File: src/rtl/stream_unit_driver_pkg.sv
// Shared widths, FSM state encoding and test-pattern functions for the stream unit driver.
package stream_unit_driver_pkg;

  localparam int unsigned ADDR_W = 8;
  localparam int unsigned DATA_W = 32;
  localparam int unsigned CNT_W  = 9;

  // Largest run length; larger requests are clamped to this
  localparam logic [CNT_W-1:0] MAX_N = CNT_W'(256);

  typedef enum logic [1:0] {
    ST_IDLE  = 2'd0,
    ST_WRITE = 2'd1,
    ST_RUN   = 2'd2,
    ST_DONE  = 2'd3
  } state_e;

  typedef struct packed {
    logic [ADDR_W-1:0] addr;
    logic [DATA_W-1:0] data;
  } mem_wr_t;

  // Data written to memory for item idx
  function automatic logic [DATA_W-1:0] pat_d(input logic [DATA_W-1:0] seed,
                                              input logic [ADDR_W-1:0] idx);
    return seed ^ {4{idx}};
  endfunction

  // Operand sent on cmdB for item idx
  function automatic logic [DATA_W-1:0] pat_k(input logic [DATA_W-1:0] key,
                                              input logic [ADDR_W-1:0] idx);
    return key + DATA_W'(idx);
  endfunction

  // Response expected back for item idx
  function automatic logic [DATA_W-1:0] pat_e(input logic [DATA_W-1:0] seed,
                                              input logic [DATA_W-1:0] key,
                                              input logic [ADDR_W-1:0] idx);
    return pat_d(seed, idx) ^ pat_k(key, idx);
  endfunction

endpackage

File: src/rtl/stream_unit_driver_checker.sv
// In-order response checker: counts received items, compares against the
// expected pattern and records error count and first failing index.
module stream_unit_driver_checker
  import stream_unit_driver_pkg::*;
(
  input  logic              clk,
  input  logic              reset,
  input  logic              i_clear,
  input  logic              i_fire,
  input  logic [DATA_W-1:0] i_payload,
  input  logic [DATA_W-1:0] i_seed,
  input  logic [DATA_W-1:0] i_key,
  input  logic [CNT_W-1:0]  i_n,
  output logic              o_last_fire_c,
  output logic [CNT_W-1:0]  o_error_count,
  output logic [ADDR_W-1:0] o_first_error_index
);

  logic [CNT_W-1:0]  r_received;
  logic [CNT_W-1:0]  r_error_count;
  logic [ADDR_W-1:0] r_first_error_index;
  logic              r_err_seen;
  logic [DATA_W-1:0] w_expected;
  logic              w_mismatch;

  assign w_expected    = pat_e(i_seed, i_key, r_received[ADDR_W-1:0]);
  assign w_mismatch    = (i_payload != w_expected);
  assign o_last_fire_c = i_fire && ((r_received + CNT_W'(1)) == i_n);

  // Receive counter and error bookkeeping; cleared by an accepted start
  always_ff @(posedge clk or posedge reset) begin
    if (reset) begin
      r_received          <= '0;
      r_error_count       <= '0;
      r_first_error_index <= '0;
      r_err_seen          <= 1'b0;
    end else if (i_clear) begin
      r_received          <= '0;
      r_error_count       <= '0;
      r_first_error_index <= '0;
      r_err_seen          <= 1'b0;
    end else if (i_fire) begin
      r_received <= r_received + CNT_W'(1);
      if (w_mismatch) begin
        r_error_count <= r_error_count + CNT_W'(1);
        if (!r_err_seen) begin
          r_first_error_index <= r_received[ADDR_W-1:0];
          r_err_seen          <= 1'b1;
        end
      end
    end
  end

  assign o_error_count       = r_error_count;
  assign o_first_error_index = r_first_error_index;

endmodule

File: src/rtl/stream_unit_driver.sv
// Stream unit driver: writes a seeded pattern to memory, then streams read
// addresses and operands out and checks the returned results in order.
module stream_unit_driver
  import stream_unit_driver_pkg::*;
(
  input  logic              clk,
  input  logic              reset,
  input  logic              io_start,
  input  logic [CNT_W-1:0]  io_count,
  input  logic [DATA_W-1:0] io_seed,
  input  logic [DATA_W-1:0] io_key,
  output logic              io_memWrite_valid,
  output logic [ADDR_W-1:0] io_memWrite_payload_address,
  output logic [DATA_W-1:0] io_memWrite_payload_data,
  output logic              io_cmdA_valid,
  input  logic              io_cmdA_ready,
  output logic [ADDR_W-1:0] io_cmdA_payload,
  output logic              io_cmdB_valid,
  input  logic              io_cmdB_ready,
  output logic [DATA_W-1:0] io_cmdB_payload,
  input  logic              io_rsp_valid,
  output logic              io_rsp_ready,
  input  logic [DATA_W-1:0] io_rsp_payload,
  output logic              io_busy,
  output logic              io_done,
  output logic [CNT_W-1:0]  io_errorCount,
  output logic [ADDR_W-1:0] io_firstErrorIndex
);

  state_e            r_state;
  logic [CNT_W-1:0]  r_n;
  logic [DATA_W-1:0] r_seed;
  logic [DATA_W-1:0] r_key;
  logic [CNT_W-1:0]  r_wr_idx;
  logic [CNT_W-1:0]  r_issued_a;
  logic [CNT_W-1:0]  r_issued_b;
  logic              r_mw_valid;
  mem_wr_t           r_mw;
  logic              r_a_valid;
  logic              r_b_valid;
  logic [DATA_W-1:0] r_b_payload;
  logic              r_rsp_ready;
  logic              r_busy;
  logic              r_done;

  logic [CNT_W-1:0]  w_n_clamped;
  logic [CNT_W-1:0]  w_wr_next;
  logic [CNT_W-1:0]  w_a_next;
  logic [CNT_W-1:0]  w_b_next;
  logic              w_start_acc;
  logic              w_rsp_fire;
  logic              w_last_fire_c;
  logic [CNT_W-1:0]  w_error_count;
  logic [ADDR_W-1:0] w_first_error_index;

  assign w_n_clamped = (io_count > MAX_N) ? MAX_N : io_count;
  assign w_wr_next   = r_wr_idx + CNT_W'(1);
  assign w_a_next    = r_issued_a + CNT_W'(1);
  assign w_b_next    = r_issued_b + CNT_W'(1);
  assign w_start_acc = io_start && (r_state == ST_IDLE);
  assign w_rsp_fire  = io_rsp_valid && r_rsp_ready;

  // Run controller: state, issue counters and all registered outputs
  always_ff @(posedge clk or posedge reset) begin
    if (reset) begin
      r_state     <= ST_IDLE;
      r_n         <= '0;
      r_seed      <= '0;
      r_key       <= '0;
      r_wr_idx    <= '0;
      r_issued_a  <= '0;
      r_issued_b  <= '0;
      r_mw_valid  <= 1'b0;
      r_mw        <= '0;
      r_a_valid   <= 1'b0;
      r_b_valid   <= 1'b0;
      r_b_payload <= '0;
      r_rsp_ready <= 1'b0;
      r_busy      <= 1'b0;
      r_done      <= 1'b0;
    end else begin
      r_done <= 1'b0;
      case (r_state)
        ST_IDLE: begin
          if (io_start) begin
            r_n        <= w_n_clamped;
            r_seed     <= io_seed;
            r_key      <= io_key;
            r_wr_idx   <= '0;
            r_issued_a <= '0;
            r_issued_b <= '0;
            if (w_n_clamped == '0) begin
              r_state <= ST_DONE;
              r_done  <= 1'b1;
            end else begin
              r_state    <= ST_WRITE;
              r_busy     <= 1'b1;
              r_mw_valid <= 1'b1;
              r_mw.addr  <= '0;
              r_mw.data  <= pat_d(io_seed, ADDR_W'(0));
            end
          end
        end
        ST_WRITE: begin
          // The write on display is the last one when wr_idx == N-1
          if (w_wr_next == r_n) begin
            r_mw_valid  <= 1'b0;
            r_state     <= ST_RUN;
            r_a_valid   <= 1'b1;
            r_b_valid   <= 1'b1;
            r_b_payload <= pat_k(r_key, ADDR_W'(0));
            r_rsp_ready <= 1'b1;
          end else begin
            r_wr_idx  <= w_wr_next;
            r_mw.addr <= w_wr_next[ADDR_W-1:0];
            r_mw.data <= pat_d(r_seed, w_wr_next[ADDR_W-1:0]);
          end
        end
        ST_RUN: begin
          if (r_a_valid && io_cmdA_ready) begin
            r_issued_a <= w_a_next;
            r_a_valid  <= (w_a_next < r_n);
          end
          if (r_b_valid && io_cmdB_ready) begin
            r_issued_b  <= w_b_next;
            r_b_valid   <= (w_b_next < r_n);
            r_b_payload <= pat_k(r_key, w_b_next[ADDR_W-1:0]);
          end
          if (w_last_fire_c) begin
            r_state     <= ST_DONE;
            r_rsp_ready <= 1'b0;
            r_busy      <= 1'b0;
            r_done      <= 1'b1;
            r_a_valid   <= 1'b0;
            r_b_valid   <= 1'b0;
          end
        end
        ST_DONE: begin
          r_state <= ST_IDLE;
        end
        default: begin
          r_state <= ST_IDLE;
        end
      endcase
    end
  end

  stream_unit_driver_checker u_checker (
    .clk                 (clk),
    .reset               (reset),
    .i_clear             (w_start_acc),
    .i_fire              (w_rsp_fire),
    .i_payload           (io_rsp_payload),
    .i_seed              (r_seed),
    .i_key               (r_key),
    .i_n                 (r_n),
    .o_last_fire_c       (w_last_fire_c),
    .o_error_count       (w_error_count),
    .o_first_error_index (w_first_error_index)
  );

  assign io_memWrite_valid           = r_mw_valid;
  assign io_memWrite_payload_address = r_mw.addr;
  assign io_memWrite_payload_data    = r_mw.data;
  assign io_cmdA_valid               = r_a_valid;
  assign io_cmdA_payload             = r_issued_a[ADDR_W-1:0];
  assign io_cmdB_valid               = r_b_valid;
  assign io_cmdB_payload             = r_b_payload;
  assign io_rsp_ready                = r_rsp_ready;
  assign io_busy                     = r_busy;
  assign io_done                     = r_done;
  assign io_errorCount               = w_error_count;
  assign io_firstErrorIndex          = w_first_error_index;

endmodule

File: config.mk
export PLATFORM = sky130hd
export DESIGN_NAME = stream_unit_driver
export DESIGN_NICKNAME = d
export VERILOG_FILES = /design/src/rtl/stream_unit_driver_pkg.sv /design/src/rtl/stream_unit_driver_checker.sv /design/src/rtl/stream_unit_driver.sv
export SDC_FILE = /design/constraint.sdc
export NUM_CORES = 1
export LEC_CHECK = 0
export CORE_ASPECT_RATIO = 1.2
export CORE_MARGIN = 3
export CORE_UTILIZATION = 30
export CTS_BUF_LIST = sky130_fd_sc_hd__clkbuf_4
export CTS_CLUSTER_DIAMETER = 120
export DETAILED_ROUTE_END_ITERATION = 10
export SLEW_MARGIN = 20
export SYNTH_ARGS = -nofsm -noshare
export SYNTH_HDL_FRONTEND = slang
export SYNTH_HIERARCHICAL = 1
export SYNTH_SLANG_ARGS = --single-unit
File: constraint.sdc
create_clock -name clk -period 15.2 [get_ports clk]
set_clock_uncertainty 0.15 [all_clocks]
set_input_delay 3.04 -clock clk [delete_from_list [all_inputs] [get_ports clk]]
set_output_delay 3.04 -clock clk [all_outputs]
set_load 0.02 [all_outputs]
## Yosys cells after proc, flatten, opt, wreduce, memory -nomap -nowiden

Cells that the tools add are included.

- Memories: 0
- Latch bits: 0
- Bits in writable memories: 0
- Input bits: 111
- Logic and storage cells: 125
- Memory bits (read-only): 0
- Register bits: 207

- Multipliers: 0
- Shift operators: 0
- Equal/unequal tests: 16
- Bitwise logic cells: 3
- Reductions and logical operators: 26
- Add/subtract/negate cells: 7
- Mux-type cells: 50
- $lt $le $gt $ge: 3
- Div/mod/pow operators: 0

Operator list:

| kind | count |
|---|---|
| two-way mux 40 bit | 3 |
| XOR 32 bit | 3 |
| two-way mux 9 bit | 10 |
| one-hot mux 40 bit (2 select lines) | 1 |
| adder 32 x 8 -> 32 bit | 2 |
| two-way mux 32 bit | 2 |
| one-hot mux 32 bit (2 select lines) | 1 |
| one-hot mux 9 bit (2 select lines) | 3 |
| adder 9 x 1 -> 9 bit (second input constant) | 5 |
| two-way mux 8 bit | 4 |
| != test 32 bit | 1 |
| AND reduction 3 bit | 9 |
| == test 9 bit | 2 |
| < comparator 9 bit | 2 |
| two-way mux 1 bit | 15 |
| != test 2 bit (second input constant) | 6 |
| one-hot mux 1 bit (2 select lines) | 6 |
| AND reduction 4 bit | 3 |
| nonzero test 2 bit | 5 |
| > comparator 9 bit (second input constant) | 1 |
| zero test 9 bit | 1 |
| two-way mux 2 bit | 4 |
| one-hot mux 2 bit (4 select lines) | 1 |
| != test 3 x 2 -> 1 bit (second input constant) | 2 |
| other kinds (6) | 13 |

## Longest topological paths before layout

- Word-level depth: 6
- Mapped depth: 15
- Depth with buffers taken out: 13

## By module

Netlist, hierarchy kept.

By module, submodules not included:

| module | times used | cells each | sequential area each (µm²) | area each (µm²) |
|---|---|---|---|---|
| stream_unit_driver | 1 | 881 | 4504.3 | 10019.6 |
| stream_unit_driver_checker | 1 | 405 | 675.6 | 3375.7 |

## Worst setup path after synthesis

No wires, ideal clock.

- Path type: input to register
- From: in io_start
- To: reg u_checker.r_first_error_index[0], in the netlist u_checker/o_first_error_index[0]
- Data arrival time: 5.224 ns
- Path slack: 9.705 ns
- Path buffers: 2
- Required time: 14.929 ns
- Cell stages on the path: 11
- Setup time: 0.121 ns
- Cell sequence: nand2_1 > clkinv_1 > clkbuf_1 > clkbuf_1 > nor4_1 > nand4b_1 > nor4_1 > o2111ai_1 > nor4b_4 > nor3b_2 > a22o_1

- Cells in the longest elaborated chain, start to end: 3

RTL lines:

| what | line | text |
|---|---|---|
| from (decl) | stream_unit_driver.sv:8 | `input logic io_start,` |
| logical AND 1 bit (*) | stream_unit_driver.sv:60 | `assign w_start_acc = io_start && (r_state == ST_IDLE);` |
| via w_start_acc | stream_unit_driver.sv:50 | `logic w_start_acc;` |
| != test 2 x 1 -> 1 bit (no line) / nonzero test 2 bit (equally long branches) | n/a |  |
| AND reduction 3 bit (no line) | n/a |  |
| to (signal assigned) | stream_unit_driver_checker.sv:47 | `r_first_error_index <= r_received[ADDR_W-1:0];` |
| to (decl) | stream_unit_driver_checker.sv:21 | `logic [ADDR_W-1:0] r_first_error_index;` |

The timed path passes the listed nets; every way through them passes the cells marked *.
A chain may end at the register's enable or synchronous reset.

## Worst setup path in the final report

- From: in io_start
- To: reg u_checker.r_error_count[5], in the netlist u_checker/o_error_count[5]

- Cells in the longest elaborated chain, start to end: 3

RTL lines:

| what | line | text |
|---|---|---|
| logical AND 1 bit (*) | stream_unit_driver.sv:60 |  |
| nonzero test 2 bit (no line) | n/a |  |
| AND reduction 2 bit (no line) | n/a |  |
| to (signal assigned) | stream_unit_driver_checker.sv:45 | `r_error_count <= r_error_count + CNT_W'(1);` |
| to (decl) | stream_unit_driver_checker.sv:20 | `logic [CNT_W-1:0] r_error_count;` |

Mark *: on every way between the ends. The rest lies on a longest branch, timed or not.

==> flow_summary.toml <==
[status]
outcome = "complete, no violations"

[pwr]
peakVddDrop_mv = 0.0369
p_leak_nw = 7.41
powerDensity_nw_per_um2 = 84.8

[worst_setup_path]
cpMaxStageDelayCell = "nor4b_4"
r2r-end = "u_checker/o_error_count[5]"
crit_path_max_incr_delay_ns = 0.74
cp-startpoint = "io_start"
rrSetupSlack_ns = 10.39
worst_ep_arrival_time_ns = 6.27
path_depth = 10
crit_chain = "clkdlybuf4s50_1, nand2_1, inv_4, nor4_1, nand4b_1, nor4_1, o2111ai_1, nor4b_4, nand2b_1, o21ai_0"
worst_setup_path_start_kind = "input pin"
crit_top_cell = "nor4_1"
r2r_cells = 12
cp.required_ns = 15.60
crit-reg2reg-launch = "u_checker/r_received[0]"
worstPathMaxFanout = 55
cp.buffers_inverters = 2
crit_path_end = "u_checker/o_error_count[5]"
cp_top_family = "simple AND/OR/NAND/NOR gates"
path_class = "in -> reg"
cp-end-kind = "flop"

[yosys]
synth.top_cell.area_share = 0.387
ys_warn_count = 6
synth_fp_nets = 1440
synth-edff-count = 0
ys_dominant_reg_cell = "dfrtp_1"
synth.area.top_cells = "dfrtp_1 (39%), mux2_2 (11%), xnor2_1 (9.3%), ha_1 (3.8%), xor2_1 (3.7%)"
ys_ff_latch = 207
ys_seq_area_frac = 0.387
ys_types = 83
synth_top_area_cell = "dfrtp_1"
synthArstFlopShare = 1.00
syn_area_um2 = 13400
syn_inst = 1286
syn_avg_cell_area_um2 = 10.4

[routing]
first_pass_iters = 6
num_vias = 10440
antenna_left = 0
via_per_inst = 4.96
wl_per_cell_um = 19.5
wl_mm = 41.0
drc_errors = 0
drtIter0Drc = 519

[sta]
worst_slew_pin_slew_ns = 0.941
relSlewSlack = 0.368
fin_ws_ns = 9.33
hold_violations = 0
fin_crit_sh = 0.386
rsz0062_at_grt = "false"
final-setup-viol-count = 0
slew_violations = 0
min_period_ns = 5.87
finalHoldWorstSlack_ns = 0.351
tns_ns = 0
fmax_mhz = 170

[clocking]
cts_hold_repair.buffers = 0
cts_inserted_buffers = 56
cts_buffer_depth = 3
post_cts_buffers = 0
htree_levels = 2
clk_pin_slew_ns = 0.07
cts_tree = "yes"
clock-sinks = 207
ctsRootBufferMaster = "clkbuf_4"
clk_latency_ns = 0.72
cts_resized = 0

[placed_design]
placedCellCount = 2005
io_buffers = 213
dp.final_hpwl_mm = 30.6
gp_congestion = 0.879
dp_slack_ns = 8.55

[grt]
grt_max_degree = 66
grt_overflow = 0
grt_pass1_vias = 10780
grt_pass1_wl_mm = 62.7
track_usage = 0.170
antenna_found_initial = 2

[die]
io_pins = 214
fp-row-count = 84
die-height_um = 237
die_x_um = 199
core_um2 = 43900
dieArea_um2 = 47200
start_util = 0.305

[layout]
final_cells = 2105
num-nets-final = 1658
layout-drive-gt1-share = 0.185
syn_to_final_growth_pct = 24.2

[min_path]
whs_path_depth = 1
hold_class = "reg -> reg"

[flow_run]
max_cap_violations = 0
==> metrics by stage <==
step / total power, mW / cell area (um2) / utilization
final: 1.41 / 16600 / 0.379
after CTS: 1.43 / 16600 / 0.379
after global routing: 1.50 / 16600 / 0.379
after floorplan: 0.835 / 13400 / -
after global placement: 0.935 / 16000 / 0.363
after detailed placement: 0.937 / 16000 / 0.363
==> layout by cell type (no fill, tap or decap), types with 4 or more instances in the layout <==
| cell | instances |
|---|---|
| clkdlybuf4s50_1 | 213 |
| dfrtp_1 | 207 |
| xnor2_1 | 143 |
| mux2_2 | 130 |
| nand2_1 | 104 |
| clkbuf_4 | 79 |
| nor2_1 | 73 |
| o21ai_0 | 68 |
| xor2_1 | 57 |
| ha_1 | 40 |
| a21oi_1 | 35 |
| mux2_4 | 30 |
| and3_1 | 29 |
| nand3_1 | 27 |
| inv_1 | 26 |
| nand4_1 | 20 |
| nor3_1 | 17 |
| nand2b_1 | 17 |
| buf_4 | 13 |
| a22o_1 | 12 |
| clkinv_1 | 12 |
| o211ai_1 | 10 |
| a211oi_1 | 10 |
| mux2i_1 | 10 |
| nor2b_1 | 9 |
| a21o_1 | 9 |
| o21a_1 | 9 |
| and4_1 | 8 |
| nor4_1 | 8 |
| nand3b_1 | 8 |
| a31oi_1 | 7 |
| o2111ai_1 | 6 |
| a21boi_0 | 5 |
| xnor3_1 | 5 |
| clkinv_2 | 5 |
| o21ai_1 | 4 |
| o22ai_1 | 4 |
| nand4b_1 | 4 |
| or2_2 | 4 |
==> final cells by class <==
class / count / area [um2]
Sequential cell: 207 / 5180
Clock inverter: 19 / 77.6
Fill cell: 4408 / 27300
Antenna cell: 2 / 5.00
Timing Repair Buffer: 226 / 2230
Multi-Input combinational cell: 984 / 7740
Clock buffer: 79 / 593
Tap cell: 559 / 699
Inverter: 29 / 116
==> metal layers <==
layer,up-vias,track usage,wire (um)
met3,59,0.0289,2070
met5,-,0,0
met4,0,0.0554,1060
met2,265,0.298,20700
li1,5045,-,-
met1,5071,0.212,17100
==> cell usage after synthesis (9+ instances only) <==
library cell / n
dfrtp_1: 207
nand2_1: 104
nand4_1: 20
nor2_1: 73
buf_4: 14
inv_1: 28
xnor2_1: 143
o211ai_1: 10
clkbuf_1: 37
ha_1: 41
o21ai_0: 68
nor3_1: 17
nand3_1: 27
a22o_1: 12
mux2_4: 30
nand2b_1: 17
mux2_2: 130
a211oi_1: 10
a21o_1: 9
nor2b_1: 9
and3_1: 29
xor2_1: 57
a21oi_1: 35
mux2i_1: 10
o21a_1: 9
==> worst register-to-register path, cell delays in order (launching register included) <==
cell and delay, ns:
dfrtp_1 0.77, ha_1 0.33, inv_1 0.07, fa_1 0.39
nor2b_1 0.17, o31a_1 0.20, o21ai_1 0.18, nor3_1 0.30
mux2_2 0.38, or4_4 0.50, nor4b_4 0.68, nand2b_1 0.37
o21ai_0 0.15
==> how the worst min path moves through the flow <==
stage | startpoint | end | slack [ns]
3_3_place_gp | r_issued_b[8] | r_issued_b[8] | 0.34
3_5_place_dp | r_issued_b[8] | r_issued_b[8] | 0.34
6_report | u_checker/o_first_error_index[7] | u_checker/o_first_error_index[7] | 0.35
5_1_grt | u_checker/o_first_error_index[5] | u_checker/o_first_error_index[5] | 0.37
2_1_floorplan | r_issued_a[8] | r_issued_a[8] | 0.32
4_1_cts | r_issued_b[8] | r_issued_b[8] | 0.36
==> flip-flops by register name (all words and copies together), names as in the netlist <==
register,cells
u_checker/r_err_seen,1
io_done,1
io_memWrite_payload_address,8
io_cmdB_payload,32
r_wr_idx,9
r_n,9
r_issued_b,9
io_rsp_ready,1
u_checker/o_first_error_index,8
r_seed,32
r_issued_a,9
io_cmdB_valid,1
r_key,32
r_state,2
io_memWrite_payload_data,32
u_checker/r_received,9
io_memWrite_valid,1
io_cmdA_valid,1
u_checker/o_error_count,9
io_busy,1
==> power by group <==
part	switching, mW	total [mW]	internal (mW)
Sequential	0.0565	0.621	0.565
Combinational	0.144	0.305	0.162
Clock	0.245	0.484	0.239
==> cell families (layout without fill, tap and decap cells) <==
group                      after synthesis  in the layout  share of synthesized area
buffers and inverters                   95            353                     0.0364
and+or+nand+nor                        344            344                      0.130
other                                    0              2                          0
DFF                                    207            207                      0.387
adders and majority gates               43             43                     0.0413
AOI/OAI and AO/OA                      219            219                      0.111
xor gates and xnor gates               208            208                      0.144
muxes                                  170            170                      0.150
No activity file was read; power rests on OpenSTA's default activity.
